File: config.mk
export PLATFORM = sky130hd
export DESIGN_NAME = ip_rewrite_lookup_arb_flat
export DESIGN_NICKNAME = d
export VERILOG_FILES = /design/src/rtl/ip_rewrite_lookup_arb_if.sv /design/src/rtl/ip_rewrite_lookup_arb.sv /design/src/flat_wrapper.sv
export SDC_FILE = /design/constraint.sdc
export NUM_CORES = 1
export LEC_CHECK = 0
export CORE_AREA = 3 3 372 374
export DETAILED_ROUTE_END_ITERATION = 8
export DIE_AREA = 0 0 375 377
export SETUP_SLACK_MARGIN = 0.1
export SYNTH_ARGS = -nofsm -noshare
export SYNTH_HDL_FRONTEND = slang
export SYNTH_SLANG_ARGS = --single-unit
File: constraint.sdc
create_clock -name clk -period 6.8 [get_ports clk]
set_input_delay 0.68 -clock clk [delete_from_list [all_inputs] [get_ports clk]]
set_output_delay 0.68 -clock clk [all_outputs]
set_load 0.02 [all_outputs]
File: src/rtl/ip_rewrite_lookup_arb_if.sv
// Handshake bundle between the lookup arbiter, the rewrite pipes, the
// configuration writer and the shared flow table.
interface ip_rewrite_lookup_arb_if #(
  parameter int NUM_REQ = 4,
  parameter int KEY_W   = 96,
  parameter int DATA_W  = 64
);
  logic [NUM_REQ-1:0]       req_val;
  logic [NUM_REQ*KEY_W-1:0] req_key;
  logic [NUM_REQ-1:0]       req_rdy;
  logic [NUM_REQ-1:0]       resp_val;
  logic                     resp_hit;
  logic [DATA_W-1:0]        resp_data;
  logic [NUM_REQ-1:0]       resp_rdy;
  logic                     wr_val;
  logic                     wr_rdy;
  logic [KEY_W-1:0]         wr_key;
  logic [DATA_W-1:0]        wr_data;
  logic                     tbl_rd_val;
  logic                     tbl_rd_rdy;
  logic [KEY_W-1:0]         tbl_rd_key;
  logic                     tbl_rd_resp_val;
  logic                     tbl_rd_resp_rdy;
  logic                     tbl_rd_resp_hit;
  logic [DATA_W-1:0]        tbl_rd_resp_data;
  logic                     tbl_wr_val;
  logic                     tbl_wr_rdy;
  logic [KEY_W-1:0]         tbl_wr_key;
  logic [DATA_W-1:0]        tbl_wr_data;

  // Arbiter view
  modport master (
    input  req_val, req_key, resp_rdy, wr_val, wr_key, wr_data,
           tbl_rd_rdy, tbl_rd_resp_val, tbl_rd_resp_hit, tbl_rd_resp_data, tbl_wr_rdy,
    output req_rdy, resp_val, resp_hit, resp_data, wr_rdy,
           tbl_rd_val, tbl_rd_key, tbl_rd_resp_rdy, tbl_wr_val, tbl_wr_key, tbl_wr_data
  );

  // Requesters / writer / table view
  modport slave (
    output req_val, req_key, resp_rdy, wr_val, wr_key, wr_data,
           tbl_rd_rdy, tbl_rd_resp_val, tbl_rd_resp_hit, tbl_rd_resp_data, tbl_wr_rdy,
    input  req_rdy, resp_val, resp_hit, resp_data, wr_rdy,
           tbl_rd_val, tbl_rd_key, tbl_rd_resp_rdy, tbl_wr_val, tbl_wr_key, tbl_wr_data
  );
endinterface

File: src/rtl/ip_rewrite_lookup_arb.sv
// Shares one flow table between NUM_REQ lookup pipes (round-robin) and a
// config writer (priority with a starvation guard). One transaction in
// flight at a time so a lookup never sees a partially written entry.
//
// state    | meaning
// IDLE     | arbitrate; accept a write or a lookup in the same cycle
// RD_REQ   | presenting latched key to the table
// RD_RESP  | waiting for the table response
// RESP_OUT | presenting hit/data to the granted requester
// WR       | presenting latched write to the table
module ip_rewrite_lookup_arb #(
  parameter int NUM_REQ      = 4,
  parameter int KEY_W        = 96,
  parameter int DATA_W       = 64,
  parameter int WR_BURST_MAX = 4
) (
  input logic clk,
  input logic rst,
  ip_rewrite_lookup_arb_if.master bus
);
  localparam int PTR_W    = (NUM_REQ > 1) ? $clog2(NUM_REQ) : 1;
  localparam int STREAK_W = $clog2(WR_BURST_MAX + 1);
  localparam logic [PTR_W-1:0]    LAST_REQ  = PTR_W'(NUM_REQ - 1);
  localparam logic [STREAK_W-1:0] STREAK_MX = STREAK_W'(WR_BURST_MAX);

  typedef enum logic [2:0] {IDLE, RD_REQ, RD_RESP, RESP_OUT, WR} state_t;

  state_t              state;
  logic [PTR_W-1:0]    rr_ptr;
  logic [PTR_W-1:0]    grant_reg;
  logic [STREAK_W-1:0] wr_streak;
  logic [KEY_W-1:0]    rd_key_q;
  logic [KEY_W-1:0]    wr_key_q;
  logic [DATA_W-1:0]   wr_data_q;
  logic                hit_q;
  logic [DATA_W-1:0]   data_q;

  logic                any_req;
  logic                wr_pick;
  logic                rd_pick;
  logic [PTR_W-1:0]    winner;
  logic [KEY_W-1:0]    win_key;
  logic                grant_ack;
  int                  scan_idx;

  // IDLE arbitration: write priority unless it has starved a pending lookup
  always_comb begin
    any_req  = |bus.req_val;
    wr_pick  = (state == IDLE) && bus.wr_val && ((wr_streak < STREAK_MX) || !any_req);
    rd_pick  = (state == IDLE) && !wr_pick && any_req;
    winner   = rr_ptr;
    scan_idx = 0;
    // scanning downward so the closest set bit after rr_ptr is assigned last
    for (int k = NUM_REQ - 1; k >= 0; k--) begin
      scan_idx = int'(rr_ptr) + k;
      if (scan_idx >= NUM_REQ) scan_idx = scan_idx - NUM_REQ;
      if (bus.req_val[scan_idx]) winner = PTR_W'(scan_idx);
    end
  end

  // Per-requester decode of grants, responses and the winning key
  always_comb begin
    win_key   = '0;
    grant_ack = 1'b0;
    for (int i = 0; i < NUM_REQ; i++) begin
      bus.req_rdy[i]  = rd_pick && (winner == PTR_W'(i));
      bus.resp_val[i] = (state == RESP_OUT) && (grant_reg == PTR_W'(i));
      if (winner == PTR_W'(i)) win_key = bus.req_key[i*KEY_W +: KEY_W];
      if (grant_reg == PTR_W'(i)) grant_ack = bus.resp_rdy[i];
    end
  end

  assign bus.wr_rdy          = wr_pick;
  assign bus.resp_hit        = hit_q;
  assign bus.resp_data       = data_q;
  assign bus.tbl_rd_val      = (state == RD_REQ);
  assign bus.tbl_rd_key      = rd_key_q;
  assign bus.tbl_rd_resp_rdy = (state == RD_RESP);
  assign bus.tbl_wr_val      = (state == WR);
  assign bus.tbl_wr_key      = wr_key_q;
  assign bus.tbl_wr_data     = wr_data_q;

  // Transaction sequencing and latching of all table-side payloads
  always_ff @(posedge clk) begin
    if (rst) begin
      state     <= IDLE;
      rr_ptr    <= '0;
      grant_reg <= '0;
      wr_streak <= '0;
      rd_key_q  <= '0;
      wr_key_q  <= '0;
      wr_data_q <= '0;
      hit_q     <= 1'b0;
      data_q    <= '0;
    end else begin
      case (state)
        IDLE: begin
          if (wr_pick) begin
            wr_key_q  <= bus.wr_key;
            wr_data_q <= bus.wr_data;
            if (wr_streak < STREAK_MX) wr_streak <= wr_streak + STREAK_W'(1);
            state <= WR;
          end else if (rd_pick) begin
            rd_key_q  <= win_key;
            grant_reg <= winner;
            rr_ptr    <= (winner == LAST_REQ) ? '0 : winner + PTR_W'(1);
            wr_streak <= '0;
            state     <= RD_REQ;
          end
        end
        RD_REQ:   if (bus.tbl_rd_rdy) state <= RD_RESP;
        RD_RESP: begin
          if (bus.tbl_rd_resp_val) begin
            hit_q  <= bus.tbl_rd_resp_hit;
            data_q <= bus.tbl_rd_resp_data;
            state  <= RESP_OUT;
          end
        end
        RESP_OUT: if (grant_ack) state <= IDLE;
        WR:       if (bus.tbl_wr_rdy) state <= IDLE;
        default:  state <= IDLE;
      endcase
    end
  end
endmodule

File: src/flat_wrapper.sv
// flat-port wrapper written by rule: the top's interface ports become plain ports
module ip_rewrite_lookup_arb_flat 
#(
  parameter int NUM_REQ      = 4,
  parameter int KEY_W        = 96,
  parameter int DATA_W       = 64,
  parameter int WR_BURST_MAX = 4
)
  (clk, rst, bus_req_val, bus_req_key, bus_resp_rdy, bus_wr_val, bus_wr_key, bus_wr_data, bus_tbl_rd_rdy, bus_tbl_rd_resp_val, bus_tbl_rd_resp_hit, bus_tbl_rd_resp_data, bus_tbl_wr_rdy, bus_req_rdy, bus_resp_val, bus_resp_hit, bus_resp_data, bus_wr_rdy, bus_tbl_rd_val, bus_tbl_rd_key, bus_tbl_rd_resp_rdy, bus_tbl_wr_val, bus_tbl_wr_key, bus_tbl_wr_data);
  ip_rewrite_lookup_arb_if #(.NUM_REQ(NUM_REQ), .KEY_W(KEY_W), .DATA_W(DATA_W)) bus_i ();
  input logic clk;
  input logic rst;
  input wire logic [$bits(bus_i.req_val)-1:0] bus_req_val;
  input wire logic [$bits(bus_i.req_key)-1:0] bus_req_key;
  input wire logic [$bits(bus_i.resp_rdy)-1:0] bus_resp_rdy;
  input wire logic [$bits(bus_i.wr_val)-1:0] bus_wr_val;
  input wire logic [$bits(bus_i.wr_key)-1:0] bus_wr_key;
  input wire logic [$bits(bus_i.wr_data)-1:0] bus_wr_data;
  input wire logic [$bits(bus_i.tbl_rd_rdy)-1:0] bus_tbl_rd_rdy;
  input wire logic [$bits(bus_i.tbl_rd_resp_val)-1:0] bus_tbl_rd_resp_val;
  input wire logic [$bits(bus_i.tbl_rd_resp_hit)-1:0] bus_tbl_rd_resp_hit;
  input wire logic [$bits(bus_i.tbl_rd_resp_data)-1:0] bus_tbl_rd_resp_data;
  input wire logic [$bits(bus_i.tbl_wr_rdy)-1:0] bus_tbl_wr_rdy;
  output wire logic [$bits(bus_i.req_rdy)-1:0] bus_req_rdy;
  output wire logic [$bits(bus_i.resp_val)-1:0] bus_resp_val;
  output wire logic [$bits(bus_i.resp_hit)-1:0] bus_resp_hit;
  output wire logic [$bits(bus_i.resp_data)-1:0] bus_resp_data;
  output wire logic [$bits(bus_i.wr_rdy)-1:0] bus_wr_rdy;
  output wire logic [$bits(bus_i.tbl_rd_val)-1:0] bus_tbl_rd_val;
  output wire logic [$bits(bus_i.tbl_rd_key)-1:0] bus_tbl_rd_key;
  output wire logic [$bits(bus_i.tbl_rd_resp_rdy)-1:0] bus_tbl_rd_resp_rdy;
  output wire logic [$bits(bus_i.tbl_wr_val)-1:0] bus_tbl_wr_val;
  output wire logic [$bits(bus_i.tbl_wr_key)-1:0] bus_tbl_wr_key;
  output wire logic [$bits(bus_i.tbl_wr_data)-1:0] bus_tbl_wr_data;
  assign bus_i.req_val = bus_req_val;
  assign bus_i.req_key = bus_req_key;
  assign bus_i.resp_rdy = bus_resp_rdy;
  assign bus_i.wr_val = bus_wr_val;
  assign bus_i.wr_key = bus_wr_key;
  assign bus_i.wr_data = bus_wr_data;
  assign bus_i.tbl_rd_rdy = bus_tbl_rd_rdy;
  assign bus_i.tbl_rd_resp_val = bus_tbl_rd_resp_val;
  assign bus_i.tbl_rd_resp_hit = bus_tbl_rd_resp_hit;
  assign bus_i.tbl_rd_resp_data = bus_tbl_rd_resp_data;
  assign bus_i.tbl_wr_rdy = bus_tbl_wr_rdy;
  assign bus_req_rdy = bus_i.req_rdy;
  assign bus_resp_val = bus_i.resp_val;
  assign bus_resp_hit = bus_i.resp_hit;
  assign bus_resp_data = bus_i.resp_data;
  assign bus_wr_rdy = bus_i.wr_rdy;
  assign bus_tbl_rd_val = bus_i.tbl_rd_val;
  assign bus_tbl_rd_key = bus_i.tbl_rd_key;
  assign bus_tbl_rd_resp_rdy = bus_i.tbl_rd_resp_rdy;
  assign bus_tbl_wr_val = bus_i.tbl_wr_val;
  assign bus_tbl_wr_key = bus_i.tbl_wr_key;
  assign bus_tbl_wr_data = bus_i.tbl_wr_data;
  ip_rewrite_lookup_arb #(.NUM_REQ(NUM_REQ), .KEY_W(KEY_W), .DATA_W(DATA_W), .WR_BURST_MAX(WR_BURST_MAX)) u_core (.clk(clk), .rst(rst), .bus(bus_i));
endmodule
# Yosys cells after proc, flatten, opt, wreduce, memory -nomap -nowiden
# Index checks and enable logic that the tools add are counted.
# totals
register_bits	331
input_bits	623
out_inout_bits	333
wordCells	108
# op_classes
n_addsub	9
n_lt_le_gt_ge	9
eq_ne	16
mux	39
bitwise	1
reduce_logical	25
# ops
op	n
$mux W96	4
$lt A32 B4 Y1 const B	4
$mux W32	4
$ge A32 B4 Y1 const B	3
$sub A32 B4 Y32 const B	3
$mux W3	9
$pmux W3 S5	1
$logic_and A1 B1 Y1	12
$mux W1	12
$mux W2	5
$bmux W1 S2	4
$eq A2 B2 Y1 const B	4
$add A2 B2 Y3 const B	2
$eq A3 B2 Y1 const B	2
$ne A2 B2 Y1 const B	3
$reduce_and A3 Y1	2
$reduce_and A5 Y1	1
$eq A2 B1 Y1 const B	2
$logic_not A2 Y1	2
$ne A2 B1 Y1 const B	2
$reduce_and A2 Y1	2
$reduce_or A4 Y1	1
$sub A2 B3 Y4 const B	1
$add A2 B1 Y3 const B	1
12 further kinds	13

# Depth between registers and ports, before layout
# logic_depth
ltp_word	15
ltp_mapped	13
mapped_depth_nobuf	10

# Worst setup path after synthesis
# No wires, ideal clock.
# synth_path
path_kind	input to output
from	input bus_req_val[0]
to	output bus_req_rdy[1]
arrival_time_ps	2377
required_ps	6120
path_slack_ps	3743
path_stages	9
n_path_buf	4
cell_sequence	inv_1 o221ai_1 a21oi_1 ha_1 buf_2 clkbuf_1 buf_2 buf_2 and2_1
# synth_between
elab_chain_len	9
elab_cells_between_ends	25
cone_classes	eq/ne: 1; mux: 16; reduce/logical: 8
# synth_rtl
element	line_no	rtl
start: declaration	flat_wrapper.sv:13	input wire logic [$bits(bus_i.req_val)-1:0] bus_req_val;
$bmux W1 S2	ip_rewrite_lookup_arb.sv:57	if (bus.req_val[scan_idx]) winner = PTR_W'(scan_idx);
$mux W1 (implied by the code) (2 in series)	ip_rewrite_lookup_arb.sv:57	
$mux W2 (3 in series)	ip_rewrite_lookup_arb.sv:57	
$mux W2 (*)	ip_rewrite_lookup_arb.sv:57	
named net u_core.winner[0]	ip_rewrite_lookup_arb.sv:41	logic [PTR_W-1:0] winner;
$eq A2 B1 Y1 (*)	ip_rewrite_lookup_arb.sv:66	bus.req_rdy[i] = rd_pick && (winner == PTR_W'(i));
$logic_and A1 B1 Y1 (*)	ip_rewrite_lookup_arb.sv:66	
end: declaration	flat_wrapper.sv:24	output wire logic [$bits(bus_i.req_rdy)-1:0] bus_req_rdy;
# Mark *: on every way through the listed nets, which the timed path passes. The rest lies on a longest branch. The select of a mux whose other input is x is not followed.

# Final worst setup path
# layout_path
from	input bus_req_val[3]
to	output bus_wr_rdy
# layout_between
elab_chain_len	4
# layout_rtl
element	line_no	rtl
$reduce_or A4 Y1	ip_rewrite_lookup_arb.sv:48	any_req = |bus.req_val;
$logic_not A1 Y1	ip_rewrite_lookup_arb.sv:49	wr_pick = (state == IDLE) && bus.wr_val && ((wr_streak < STREAK_MX) || !any_req);
$logic_or A1 B1 Y1	ip_rewrite_lookup_arb.sv:49	
$logic_and A1 B1 Y1	ip_rewrite_lookup_arb.sv:49	
end: declaration	flat_wrapper.sv:28	output wire logic [$bits(bus_i.wr_rdy)-1:0] bus_wr_rdy;
# No other way between the ends.

==> results.cfg <==
[power]
ir_drop_mv = 0.1597
p_per_area_nw_per_um2 = 302.7
power_frac_clock = 0.296
switching_share = 0.3920
internal_power_mw = 5.098
seq_power_share = 0.293
p_sw_mw = 3.287
power_leakage_nw = 9.274
comb_power_share = 0.412

[synth]
yosysWarnings = 0
seq_area_frac_synth = 0.4467
syn_nets = 2581
synth_edf_count = 0
synth_flop_cell = dfxtp_1
synth.avg_cell_area_um2 = 7.596
ys_seq_elements = 331
ys_async_sr_fraction = 0
synth_area_um2 = 14840
synth.distinct_cells = 39
syn_inst = 1953

[placed_design]
io_buffer_count = 955
post-dp-hpwl_um = 91260
gp_congestion = 0.8645
dpl_cell_area_um2 = 26140
preCtsSetupSlack_ns = 2.198

[global_routing]
grt_pass1_vias = 17460
grt-ovfl-total = 0
grt_use_total = 0.1502
grt_max_degree = 129
antenna_found_initial = 80
grt_pass1_wl_um = 148100

[clock_network]
cts-root-buf = clkbuf_16
cts_buffer_depth = 3
clock_latency_ns = 0.60
clkTransAtPathRegs_ns = 0.06
cts_setup_buffers = 0
clock-sinks = 331
cts_inserted_buffers = 46
cts_resized = 0
tritoncts = yes
h-tree-depth = 2
hold_buffers = 0

[finish]
finalNetCount = 3424
register_area_um2 = 6626
drive_above_1_share = 0.03919
multi_input_area_um2 = 7473
fin_util = 0.2047
stdcell_area_um2 = 27700
nFillCells = 15130
area_growth_pct = 86.73

[detailed_routing]
wirelength_um = 112400
avgViaCountPerCell = 3.883
first_pass_iters = 5
drc = 0
routedWlPerCell_um = 24.30
vias = 17960
detail-route-antenna-nets = 0
drt_iter0_markers = 1233

[critical_path]
critPathLaunch = bus_req_val[3]
regToRegEndpoint = u_core.bus.tbl_rd_key[7]
crit_chain = clkdlybuf4s50_1, or4_4, nand2_1, nand3_4, inv_6, clkdlybuf4s50_1
crit_path_max_fanout = 69
critPathMaxStageDelay_ns = 0.72
worst_ep_arrival_time_ns = 3.75
timing.reg2reg.worst_path_depth = 11
crit_path_top_delay_cell = clkdlybuf4s50_1
crit_end = bus_wr_rdy
r2r_slack_ns = 3.03
critPathKind = primary input to output port
critPathMostFrequentCell = clkdlybuf4s50_1
critPathRequiredTime_ns = 6.12
cp-start-kind = primary input
r2r_start = u_core.rr_ptr[1]
end_kind = output port

[timing]
period_needed_ns = 4.426
rsz0062_at_grt = false
hold_viol_final = 0
relSlewSlack = 0.2580
drv_slew = 0
worst_slack_ns = 2.374
setup_tns_ns = 0
setup_violations = 0
max_freq_mhz = 226.0
skew_ns = 0.02242
worstMarginPinSlew_ns = 1.113
period_share = 0.6508

[hold_path]
hp-class = flip-flop to flip-flop
worstHoldPathCells = 2

[outcome]
status = completed

[floorplan]
fp.coreArea_um2 = 135300
die_y_um = 377
die_x_um = 375
start_util = 0.1096
dieArea_um2 = 141400
rows = 135
ios = 956

[flow_run]
cap_violations = 0
-- through the flow --
step | cells | hold WS, ns | power, mW
after detailed placement | 4529 | 0.4458 | 6.014
after CTS | 4613 | 0.4538 | 8.561
after global placement | 4529 | 0.4409 | 5.976
after global routing | 4616 | 0.4696 | 8.860
final | 4624 | 0.4519 | 8.386
after floorplan | 1953 | 0.4578 | 4.193
-- power by group through the flow --
stage	clock network, mW	logic (mW)	registers, mW
2_1_floorplan	0	1.39	2.81
3_3_place_gp	0	3.49	2.48
3_5_place_dp	0	3.52	2.50
4_1_cts	2.58	3.53	2.46
5_1_grt	2.64	3.73	2.49
6_report	2.48	3.45	2.45
-- cell usage in the layout, fill, tap and decap left out, types with 3 or more instances in the layout --
master / instances
clkbuf_1: 8
a221oi_1: 98
clkbuf_16: 46
nor3_1: 197
diode_2: 11
nand2_1: 463
and2_1: 6
dfxtp_1: 331
inv_6: 3
a21oi_1: 236
bufinv_16: 3
clkdlybuf4s50_1: 954
a211oi_1: 96
inv_1: 10
clkbuf_8: 7
nor2b_1: 191
buf_12: 3
clkinv_2: 9
buf_4: 19
ha_4: 4
clkinvlp_4: 7
nor2_1: 108
-- cell families (layout without fill, tap and decap cells) --
family / after synthesis / after routing / share of synthesized area
and+or+nand+nor: 981 / 981 / 0.3019
buffers and inverters: 193 / 1072 / 0.05440
other: 0 / 11 / 0
AOI/OAI and AO/OA: 443 / 443 / 0.1928
DFF: 331 / 331 / 0.4467
adders and majority gates: 5 / 5 / 0.004217
-- routing by layer --
metal	up-vias	part of all wire	global-route usage
li1	8433	-	-
met1	8468	0.42	0.1827
met2	832	0.48	0.2598
met3	206	0.079	0.04524
met4	16	0.025	0.03222
met5	-	0.0011	0
-- cells in the mapped netlist, types with 6 or more instances --
master	number	area, um^2
a211oi_1	96	720.7
a21oi_1	236	1181
a221oi_1	98	858.3
and2_1	6	37.54
buf_1	6	22.52
buf_2	32	160.2
buf_4	9	67.56
clkbuf_1	133	499.2
dfxtp_1	331	6626
inv_1	10	37.54
nand2_1	464	1742
nor2_1	109	409.1
nor2b_1	191	1195
nor3_1	197	986.0
-- worst min-delay path by stage --
stage,startpoint,end,slack [ns]
final,u_core.bus.resp_data[60],u_core.bus.resp_data[60],0.45
after global routing,u_core.bus.tbl_wr_data[39],u_core.bus.tbl_wr_data[39],0.47
after CTS,u_core.bus.resp_data[60],u_core.bus.resp_data[60],0.45
after detailed placement,u_core.bus.resp_data[60],u_core.bus.resp_data[60],0.45
after global placement,u_core.bus.resp_data[8],u_core.bus.resp_data[8],0.44
after floorplan,u_core.wr_streak[1],u_core.wr_streak[1],0.46
-- worst max-delay path, delay by kind of cell --
kind / cells / cell delay [ns]
buffers and inverters: 3 / 1.79
and+or+nand+nor: 3 / 1.14
-- final cells by class --
type / instances / share of cell area
multi-input cells: 1429 / 0.2698
clock inverters: 23 / 0.009214
well taps: 1781 / 0.08044
diodes: 11 / 0.0009937
inverters: 11 / 0.001671
flip-flops and latches: 331 / 0.2392
clock buffers: 61 / 0.04612
repair buffers: 977 / 0.3526
No activity file was read; power rests on OpenSTA's default activity.
